[config.mk]
export PLATFORM = sky130hd
export DESIGN_NAME = ps2_host_tx_flat
export DESIGN_NICKNAME = d
export VERILOG_FILES = /design/src/rtl/ps2_pkg.sv /design/src/rtl/ps2_host_tx_if.sv /design/src/rtl/ps2_sync_edge.sv /design/src/rtl/ps2_host_tx.sv /design/src/flat_wrapper.sv
export SDC_FILE = /design/constraint.sdc
export NUM_CORES = 1
export LEC_CHECK = 0
export CORE_UTILIZATION = 55
export DETAILED_ROUTE_END_ITERATION = 7
export DONT_BUFFER_PORTS = 1
export GPL_ROUTABILITY_DRIVEN = 0
export PLACE_DENSITY = 0.8
export SETUP_SLACK_MARGIN = 0.05
export SLEW_MARGIN = 0
export SYNTH_ARGS = -nofsm -noshare
export SYNTH_HDL_FRONTEND = slang
export SYNTH_HIERARCHICAL = 1
export SYNTH_SLANG_ARGS = --single-unit
[constraint.sdc]
create_clock -name CLOCK_50 -period 2.2 [get_ports CLOCK_50]
set_input_delay 0.22 -clock CLOCK_50 [delete_from_list [all_inputs] [get_ports CLOCK_50]]
set_output_delay 0.22 -clock CLOCK_50 [all_outputs]
set_load 0.02 [all_outputs]
[src/rtl/ps2_pkg.sv]
// Shared state encoding, error codes and keyboard command bytes for the
// PS/2 host transmitter and the receiver path.
package ps2_pkg;

  typedef enum logic [2:0] {
    IDLE      = 3'd0,
    INHIBIT   = 3'd1,
    REQ       = 3'd2,
    WAIT_EDGE = 3'd3,
    SHIFT     = 3'd4,
    ACK_IDLE  = 3'd5,
    FINISH    = 3'd6
  } ps2_state_e;

  localparam logic [1:0] ERR_OK       = 2'b00;
  localparam logic [1:0] ERR_START_TO = 2'b01;
  localparam logic [1:0] ERR_FRAME_TO = 2'b10;
  localparam logic [1:0] ERR_NACK     = 2'b11;

  localparam logic [7:0] CMD_SET_LEDS = 8'hED;
  localparam logic [7:0] CMD_ECHO     = 8'hEE;
  localparam logic [7:0] CMD_ENABLE   = 8'hF4;
  localparam logic [7:0] CMD_RESET    = 8'hFF;
  localparam logic [7:0] RSP_ACK      = 8'hFA;

  // PS/2 frames carry odd parity: data bits plus parity hold an odd number of ones.
  function automatic logic odd_parity(input logic [7:0] d);
    return ~^d;
  endfunction

endpackage

[src/rtl/ps2_host_tx_if.sv]
// Command handshake between the keyboard controller and the PS/2 host transmitter.
interface ps2_host_tx_if;
  import ps2_pkg::*;

  logic [7:0] tx_data;
  logic       tx_valid;
  logic       busy;
  logic       done;
  logic [1:0] err_code;

  modport master (output tx_data, output tx_valid, input busy, input done, input err_code);
  modport slave  (input tx_data, input tx_valid, output busy, output done, output err_code);

endinterface

[src/rtl/ps2_sync_edge.sv]
// Two-flop synchronizer for a raw PS/2 pin plus a falling-edge pulse on the
// synchronized level. Resets to the idle-high line level so reset makes no edge.
module ps2_sync_edge
  import ps2_pkg::*;
#(
  parameter logic RESET_VAL = 1'b1
) (
  input  logic clk,
  input  logic resetn,
  input  logic pin,
  output logic level,
  output logic fall
);

  logic meta_r;
  logic sync_r;
  logic prev_r;

  // Synchronizer chain and one-cycle history for edge detection.
  always_ff @(posedge clk) begin
    if (!resetn) begin
      meta_r <= RESET_VAL;
      sync_r <= RESET_VAL;
      prev_r <= RESET_VAL;
    end else begin
      meta_r <= pin;
      sync_r <= meta_r;
      prev_r <= sync_r;
    end
  end

  assign level = sync_r;
  assign fall  = prev_r & ~sync_r;

endmodule

[src/rtl/ps2_host_tx.sv]
// PS/2 host-to-device command transmitter: inhibit, request-to-send, eleven
// device-clocked bits with odd parity, then ACK check. Lines are open-drain pull-low enables.
module ps2_host_tx
  import ps2_pkg::*;
#(
  parameter int INHIBIT_CYCLES = 6000,
  parameter int START_TIMEOUT  = 750000,
  parameter int FRAME_TIMEOUT  = 100000
) (
  input  logic           CLOCK_50,
  input  logic           resetn,
  ps2_host_tx_if.slave   tx,
  input  logic           ps2_clk_in,
  input  logic           ps2_dat_in,
  output logic           ps2_clk_low,
  output logic           ps2_dat_low
);

  // One saturating counter serves inhibit, start and frame timing, so it must hold the largest.
  localparam int MAX_A_C   = (START_TIMEOUT > FRAME_TIMEOUT) ? START_TIMEOUT : FRAME_TIMEOUT;
  localparam int MAX_C     = (MAX_A_C > INHIBIT_CYCLES) ? MAX_A_C : INHIBIT_CYCLES;
  localparam int CNT_W     = $clog2(MAX_C + 1);
  localparam logic [CNT_W-1:0] INH_LAST = CNT_W'(INHIBIT_CYCLES - 1);
  localparam logic [CNT_W-1:0] STO_LAST = CNT_W'(START_TIMEOUT - 1);
  localparam logic [CNT_W-1:0] FTO_LAST = CNT_W'(FRAME_TIMEOUT - 1);

  ps2_state_e       state_r, state_nxt_s;
  logic [CNT_W-1:0] cnt_r, cnt_nxt_s, cnt_inc_s;
  logic [3:0]       bit_idx_r, bit_idx_nxt_s;
  logic [7:0]       data_r, data_nxt_s;
  logic             par_r, par_nxt_s;
  logic             clk_low_r, clk_low_nxt_s;
  logic             dat_low_r, dat_low_nxt_s;
  logic             busy_r, busy_nxt_s;
  logic             done_r, done_nxt_s;
  logic [1:0]       err_code_r, err_code_nxt_s, err_nxt_s;
  logic             clk_sync_s, clk_fall_s, dat_sync_s, dat_fall_unused_s;

  ps2_sync_edge #(.RESET_VAL(1'b1)) u_clk_sync (
    .clk(CLOCK_50), .resetn(resetn), .pin(ps2_clk_in), .level(clk_sync_s), .fall(clk_fall_s)
  );

  ps2_sync_edge #(.RESET_VAL(1'b1)) u_dat_sync (
    .clk(CLOCK_50), .resetn(resetn), .pin(ps2_dat_in), .level(dat_sync_s), .fall(dat_fall_unused_s)
  );

  assign cnt_inc_s = (cnt_r == {CNT_W{1'b1}}) ? cnt_r : cnt_r + CNT_W'(1);

  // Next-state, next-line and handshake decode; line enables are registered from these.
  always_comb begin
    state_nxt_s   = state_r;
    cnt_nxt_s     = cnt_inc_s;
    bit_idx_nxt_s = bit_idx_r;
    data_nxt_s    = data_r;
    par_nxt_s     = par_r;
    err_nxt_s     = ERR_OK;
    clk_low_nxt_s = 1'b0;
    dat_low_nxt_s = 1'b0;
    case (state_r)
      IDLE: begin
        cnt_nxt_s = {CNT_W{1'b0}};
        if (tx.tx_valid) begin
          state_nxt_s   = INHIBIT;
          data_nxt_s    = tx.tx_data;
          par_nxt_s     = odd_parity(tx.tx_data);
          clk_low_nxt_s = 1'b1;
        end else begin
          state_nxt_s = IDLE;
        end
      end
      INHIBIT: begin
        clk_low_nxt_s = 1'b1;
        if (cnt_r == INH_LAST) begin
          state_nxt_s   = REQ;
          dat_low_nxt_s = 1'b1;
        end else begin
          dat_low_nxt_s = 1'b0;
        end
      end
      REQ: begin
        state_nxt_s   = WAIT_EDGE;
        cnt_nxt_s     = {CNT_W{1'b0}};
        dat_low_nxt_s = 1'b1;
      end
      WAIT_EDGE: begin
        if (clk_fall_s) begin
          state_nxt_s   = SHIFT;
          dat_low_nxt_s = ~data_r[0];
          bit_idx_nxt_s = 4'd1;
          cnt_nxt_s     = {CNT_W{1'b0}};
        end else if (cnt_r == STO_LAST) begin
          state_nxt_s = FINISH;
          err_nxt_s   = ERR_START_TO;
        end else begin
          dat_low_nxt_s = 1'b1;
        end
      end
      SHIFT: begin
        // bit_idx counts falls already seen: 1-7 data, 8 parity, 9 stop, 10 ACK sample.
        if (clk_fall_s) begin
          bit_idx_nxt_s = bit_idx_r + 4'd1;
          if (bit_idx_r <= 4'd7) begin
            dat_low_nxt_s = ~data_r[bit_idx_r[2:0]];
          end else if (bit_idx_r == 4'd8) begin
            dat_low_nxt_s = ~par_r;
          end else if (bit_idx_r == 4'd9) begin
            dat_low_nxt_s = 1'b0;
          end else if (dat_sync_s) begin
            state_nxt_s = FINISH;
            err_nxt_s   = ERR_NACK;
          end else begin
            state_nxt_s = ACK_IDLE;
          end
        end else if (cnt_r == FTO_LAST) begin
          state_nxt_s = FINISH;
          err_nxt_s   = ERR_FRAME_TO;
        end else begin
          dat_low_nxt_s = dat_low_r;
        end
      end
      ACK_IDLE: begin
        if (clk_sync_s && dat_sync_s) begin
          state_nxt_s = FINISH;
          err_nxt_s   = ERR_OK;
        end else if (cnt_r == FTO_LAST) begin
          state_nxt_s = FINISH;
          err_nxt_s   = ERR_FRAME_TO;
        end else begin
          state_nxt_s = ACK_IDLE;
        end
      end
      FINISH: begin
        state_nxt_s = IDLE;
      end
      default: begin
        state_nxt_s = IDLE;
      end
    endcase
    busy_nxt_s     = (state_nxt_s != IDLE);
    done_nxt_s     = (state_nxt_s == FINISH);
    err_code_nxt_s = done_nxt_s ? err_nxt_s : err_code_r;
  end

  // State, datapath and registered outputs; reset releases both lines at once.
  always_ff @(posedge CLOCK_50) begin
    if (!resetn) begin
      state_r    <= IDLE;
      cnt_r      <= {CNT_W{1'b0}};
      bit_idx_r  <= 4'd0;
      data_r     <= 8'h00;
      par_r      <= 1'b0;
      clk_low_r  <= 1'b0;
      dat_low_r  <= 1'b0;
      busy_r     <= 1'b0;
      done_r     <= 1'b0;
      err_code_r <= ERR_OK;
    end else begin
      state_r    <= state_nxt_s;
      cnt_r      <= cnt_nxt_s;
      bit_idx_r  <= bit_idx_nxt_s;
      data_r     <= data_nxt_s;
      par_r      <= par_nxt_s;
      clk_low_r  <= clk_low_nxt_s;
      dat_low_r  <= dat_low_nxt_s;
      busy_r     <= busy_nxt_s;
      done_r     <= done_nxt_s;
      err_code_r <= err_code_nxt_s;
    end
  end

  assign ps2_clk_low = clk_low_r;
  assign ps2_dat_low = dat_low_r;
  assign tx.busy     = busy_r;
  assign tx.done     = done_r;
  assign tx.err_code = err_code_r;

endmodule
[src/flat_wrapper.sv]
// flat-port wrapper written by rule: the top's interface ports become plain ports
module ps2_host_tx_flat import ps2_pkg::*;
#(
  parameter int INHIBIT_CYCLES = 6000,
  parameter int START_TIMEOUT  = 750000,
  parameter int FRAME_TIMEOUT  = 100000
)
  (CLOCK_50, resetn, ps2_clk_in, ps2_dat_in, ps2_clk_low, ps2_dat_low, tx_tx_data, tx_tx_valid, tx_busy, tx_done, tx_err_code);
  ps2_host_tx_if tx_i ();
  input  logic CLOCK_50;
  input  logic resetn;
  input  logic ps2_clk_in;
  input  logic ps2_dat_in;
  output logic ps2_clk_low;
  output logic ps2_dat_low;
  input wire logic [$bits(tx_i.tx_data)-1:0] tx_tx_data;
  input wire logic [$bits(tx_i.tx_valid)-1:0] tx_tx_valid;
  output wire logic [$bits(tx_i.busy)-1:0] tx_busy;
  output wire logic [$bits(tx_i.done)-1:0] tx_done;
  output wire logic [$bits(tx_i.err_code)-1:0] tx_err_code;
  assign tx_i.tx_data = tx_tx_data;
  assign tx_i.tx_valid = tx_tx_valid;
  assign tx_busy = tx_i.busy;
  assign tx_done = tx_i.done;
  assign tx_err_code = tx_i.err_code;
  ps2_host_tx #(.INHIBIT_CYCLES(INHIBIT_CYCLES), .START_TIMEOUT(START_TIMEOUT), .FRAME_TIMEOUT(FRAME_TIMEOUT)) u_core (.CLOCK_50(CLOCK_50), .resetn(resetn), .tx(tx_i), .ps2_clk_in(ps2_clk_in), .ps2_dat_in(ps2_dat_in), .ps2_clk_low(ps2_clk_low), .ps2_dat_low(ps2_dat_low));
endmodule
* After elaboration in Yosys (flattened, before gate mapping)
Cells that the tools add are included.
** Cells by class
- Equal/unequal tests :: 15
- Add/sub/neg operators :: 2
- Reductions and logical operators :: 8
- Bitwise gates (word level) :: 5
- $lt $le $gt $ge :: 2
- Multiplexer cells :: 41
** Operators by type and width (number)
- $eq 20x20->1 const B :: 2
- $mux 20 :: 2
- $pmux 20 s2 :: 1
- $mux 3 :: 9
- $add 20x1->20 const B :: 1
- $eq 20x13->1 const B :: 1
- $eq 20x17->1 const B :: 1
- $mux 2 :: 10
- $pmux 3 s6 :: 1
- $mux 1 :: 11
- $eq 3x3->1 const B :: 3
- $eq 4x4->1 const B :: 2
- $mux 4 :: 2
- $pmux 4 s2 :: 1
- $reduce_xnor 8->1 :: 1
- $eq 3x2->1 const B :: 2
- $pmux 2 s3 :: 1
- $add 4x1->4 const B :: 1
- $le 4x3->1 const B :: 1
- $lt 3x4->1 const B :: 1
- $ne 2x1->1 const B :: 2
- $not 1->1 :: 4
- $pmux 1 s4 :: 1
- $bmux 1 s3 :: 1
- 11 further kinds :: 11
** Word-level totals
- Output and inout bits :: 6
- Bits in registers :: 47

* Logic depth before layout (Yosys ltp)
- Word-level depth :: 7
- Gate-level depth with buffers :: 8

* By module
The synthesis kept the hierarchy.
** By module, submodules not included
- ps2_host_tx :: area each 2356.0 um^2, times used 1, cells an instance 272
- ps2_sync_edge :: area each 85.1 um^2, times used 2, cells an instance 7

* Worst setup path after synthesis
Ideal clock, no wire load.
- Path kind :: flip-flop to flip-flop
- Start point :: register u_core.cnt_r[13]
- End point :: register u_core.busy_r (netlist: u_core/tx.busy)
- Arrival :: 1688 ps
- Buffers on the path :: 0
- Setup slack :: 379 ps
- Clock period less this slack :: 1821 ps
- Stages on the path, launching flop included :: 6
- Path through :: dfxtp_1 or4_4 nor4_4 a221oi_2 nor4_4 a311oi_1
** On the way
- Longest elaborated chain between the ends :: 5
- Elaborated cells on any way between the ends :: 12
** Ends and longest elaborated chain
- start: declaration :: line ps2_host_tx.sv:28 : logic [CNT_W-1:0] cnt_r, cnt_nxt_s, cnt_inc_s;
- start signal: assignment :: line ps2_host_tx.sv:148 : cnt_r <= {CNT_W{1'b0}};
- start signal: assignment :: line ps2_host_tx.sv:159 : cnt_r <= cnt_nxt_s;
- $eq 20x17->1 or $eq 20x20->1 (tied branches) :: line ps2_host_tx.sv:114, ps2_host_tx.sv:125, ps2_host_tx.sv:91
- $mux 2, or another cell as far along :: line ps2_host_tx.sv:125 : end else if (cnt_r == FTO_LAST) begin
- $mux 3 (on tied branches) :: line ps2_host_tx.sv:122, ps2_host_tx.sv:86, ps2_host_tx.sv:100
- $pmux 3 s6 (*) :: line ps2_host_tx.sv:59 : case (state_r)
- $reduce_bool 3->1 (*) :: line ps2_host_tx.sv:139 : busy_nxt_s = (state_nxt_s != IDLE);
- end signal: assignment :: line ps2_host_tx.sv:165 : busy_r <= busy_nxt_s;
- end: declaration :: line ps2_host_tx.sv:34 : logic busy_r, busy_nxt_s;
Every way passes the cells marked *; elsewhere a longest branch is shown, timed or not.
A chain may end at the register's enable or synchronous reset.

* Worst setup path after layout
- Start point :: register u_core.cnt_r[0]
- End point :: register u_core.err_code_r[0] (netlist: u_core/tx.err_code[0])
** On the way
- Longest elaborated chain between the ends :: 5
- Elaborated cells on any way between the ends :: 15
** Ends and longest elaborated chain
- $eq 20x17->1 or $eq 20x20->1 (tied branches) :: line ps2_host_tx.sv:114, ps2_host_tx.sv:125, ps2_host_tx.sv:91
- $mux 2, or another cell as far along :: line ps2_host_tx.sv:125
- $mux 3 (on tied branches) :: line ps2_host_tx.sv:122, ps2_host_tx.sv:86, ps2_host_tx.sv:100
- $pmux 3 s6 :: line ps2_host_tx.sv:59
- $eq 3x3->1 :: line ps2_host_tx.sv:140 : done_nxt_s = (state_nxt_s == FINISH);
- end signal: assignment :: line ps2_host_tx.sv:167 : err_code_r <= err_code_nxt_s;
- end: declaration :: line ps2_host_tx.sv:36 : logic [1:0] err_code_r, err_code_nxt_s, err_nxt_s;
Parallel ways exist; a longest one is shown, timed or not.

==> reports/qor.yml <==
yosys:
  syn_nets: 300
  yosys_warnings: 6
  synth_area_sq_mm: 0.00249
  postSynthCellCount: 283
  synth.avg_cell_area_sq_um: 8.81
sta:
  timing.final.crit_share: 0.933
  tightest_slew_ns: 0.506
  rsz0062_at_grt: "false"
  period_needed_ns: 2.05
  fin_skew_ns: 0.00886
  setup_slack_ns: 0.148
  setup-violations-final: 0
  slew_headroom: 0.658
  tns_ns: 0
  finalHoldViolCount: 0
  drv_slew: 0
  fmax_ghz: 0.487
pwr:
  p_int_mw: 1.29
  power_frac_comb: 0.065
  powerDensity_mw_per_mm2: 612
  ir_drop_uv: 370
  p_total_mw: 1.65
  p_sw_mw: 0.360
  p_sw_frac: 0.218
  power_leakage_nw: 0.931
  seqPwrFrac: 0.538
  p_clk_frac: 0.397
place:
  pre_cts_ws_ns: 0.236
  dpl.hpwl_mm: 3.72
  dp_cells: 331
  place.port_buffers: 0
route:
  routedWlPerCell_um: 15.9
  first_pass_iters: 4
  via_per_inst: 6.15
  drc: 0
  via_count: 2090
  wl_mm: 5.41
  ant_nets: 0
  drtIter0Drc: 134
setup_path:
  r2r.worst_path.cells: 6
  crit_family: "simple AND/OR/NAND/NOR gates"
  cp-end-kind: "flip-flop"
  critical_path_class: "reg2reg"
  cp_slowest_stage_delay_ns: 0.51
  arrival_ns: 2.25
  crit_cells: 6
  cp.required_ns: 2.40
  crit_chain: "ha_1, nand3_1, nor4bb_1, a21oi_1, nor2b_2, o31a_1"
  worst_path_max_delay_cell: "nor4bb_1"
  cp_max_fo: 5
  cp_num_buf_inv: 0
  cp-start-kind: "flip-flop"
clock_tree:
  cts_setup_buffers: 0
  clkSlewWorstSetupHoldPaths_ns: 0.09
  cts_tree: "built"
  worstSkewPairLatency_ns: 0.30
  cts_buffers: 5
  max-clock-path-buffers: 2
  clock-sinks: 47
  cts_root_buffer: "clkbuf_8"
  htree_num_levels: 2
grt:
  overflow: 0
  grt_pass1_vias: 2041
  antenna_found_initial: 0
  grt_max_degree: 21
  grtUsageTotal: 0.242
  grt_first_pass_wirelength_mm: 9.38
floorplanning:
  ios: 19
  die_h_um: 69.3
  initial_core_util: 0.573
  die_x_um: 69.3
  num_rows: 24
  fp.dieArea_sq_mm: 0.00481
  core_sq_mm: 0.00435
status:
  outcome: "complete, no violations"
layout:
  area_growth_pct: 8.18
  diodes: 0
  layout.nets: 304
  fin_util: 0.620
  final_layout_size_suffix_gt1_frac: 0.111
  layoutNonFillerInstCount: 340
  fill_cells: 346
hold_path:
  hp-class: "in2reg"
  hold_depth: 1
flow_run:
  cap_violations: 0
[final cells by class]
cell class                      count  area (sq um)  area share
Sequential cell                    47           941       0.349
Inverter                            8          30.0      0.0111
Tap cell                           52          65.1      0.0241
Multi-Input combinational cell    216          1470       0.546
Clock buffer                        6          82.6      0.0306
Clock inverter                      2          35.0      0.0130
Timing Repair Buffer                9          70.1      0.0260
[through the flow]
step / area (sq um) / hold WS [ns]
finish: 2700 / 0.0234
global route: 2700 / 0.0205
CTS: 2700 / 0.0129
global placement: 2570 / 0.297
detailed placement: 2570 / 0.299
floorplan: 2490 / 0.293
[power by group through the flow]
stage                     Combinational [mW]  Sequential (mW)  Clock (mW)
after floorplan                       0.0828            0.905           0
after global placement                 0.100            0.907           0
after detailed placement               0.103            0.908           0
after CTS                              0.106            0.888       0.672
after global routing                   0.121            0.891       0.702
final                                  0.106            0.888       0.655
[routing by layer]
metal | share of wire | GRT usage | routed length (um)
met3 | 0.067 | 0.0538 | 364
met1 | 0.47 | 0.322 | 2530
met5 | 0 | 0 | 0
met2 | 0.46 | 0.386 | 2490
met4 | 0.0054 | 0.0839 | 29
[cells in the final DEF (no fill, tap or decap), drive strengths merged, types with 7 or more instances in the layout]
cell / n
inv: 8
nand3: 9
a31oi: 7
a21oi: 16
nor2: 29
nand2b: 10
xnor2: 17
dfxtp: 47
nand4: 8
buf: 8
nand2: 33
[path summary, 6_finish.rpt]
kind                            start                  endpoint  slack [ns]
max                   u_core/cnt_r[0]     u_core/tx.err_code[0]        0.15
min                        ps2_clk_in  u_core/u_clk_sync/meta_r        0.02
max reg2reg           u_core/cnt_r[0]     u_core/tx.err_code[0]        0.15
min reg2reg  u_core/u_clk_sync/meta_r   u_core/u_clk_sync/level        0.42
[state kept, by name (all words and copies together), names as in the netlist, 2 cells and up]
register	count
u_core/bit_idx_r	4
u_core/data_r	8
u_core/cnt_r	20
u_core/tx.err_code	2
u_core/state_r	3
[what timing repair did]
action,4_1_cts,5_1_grt
endpoints found under the hold margin,5,0
hold buffers,1,0
gates resized for setup,0,0
(Power assumes the default switching activity.)
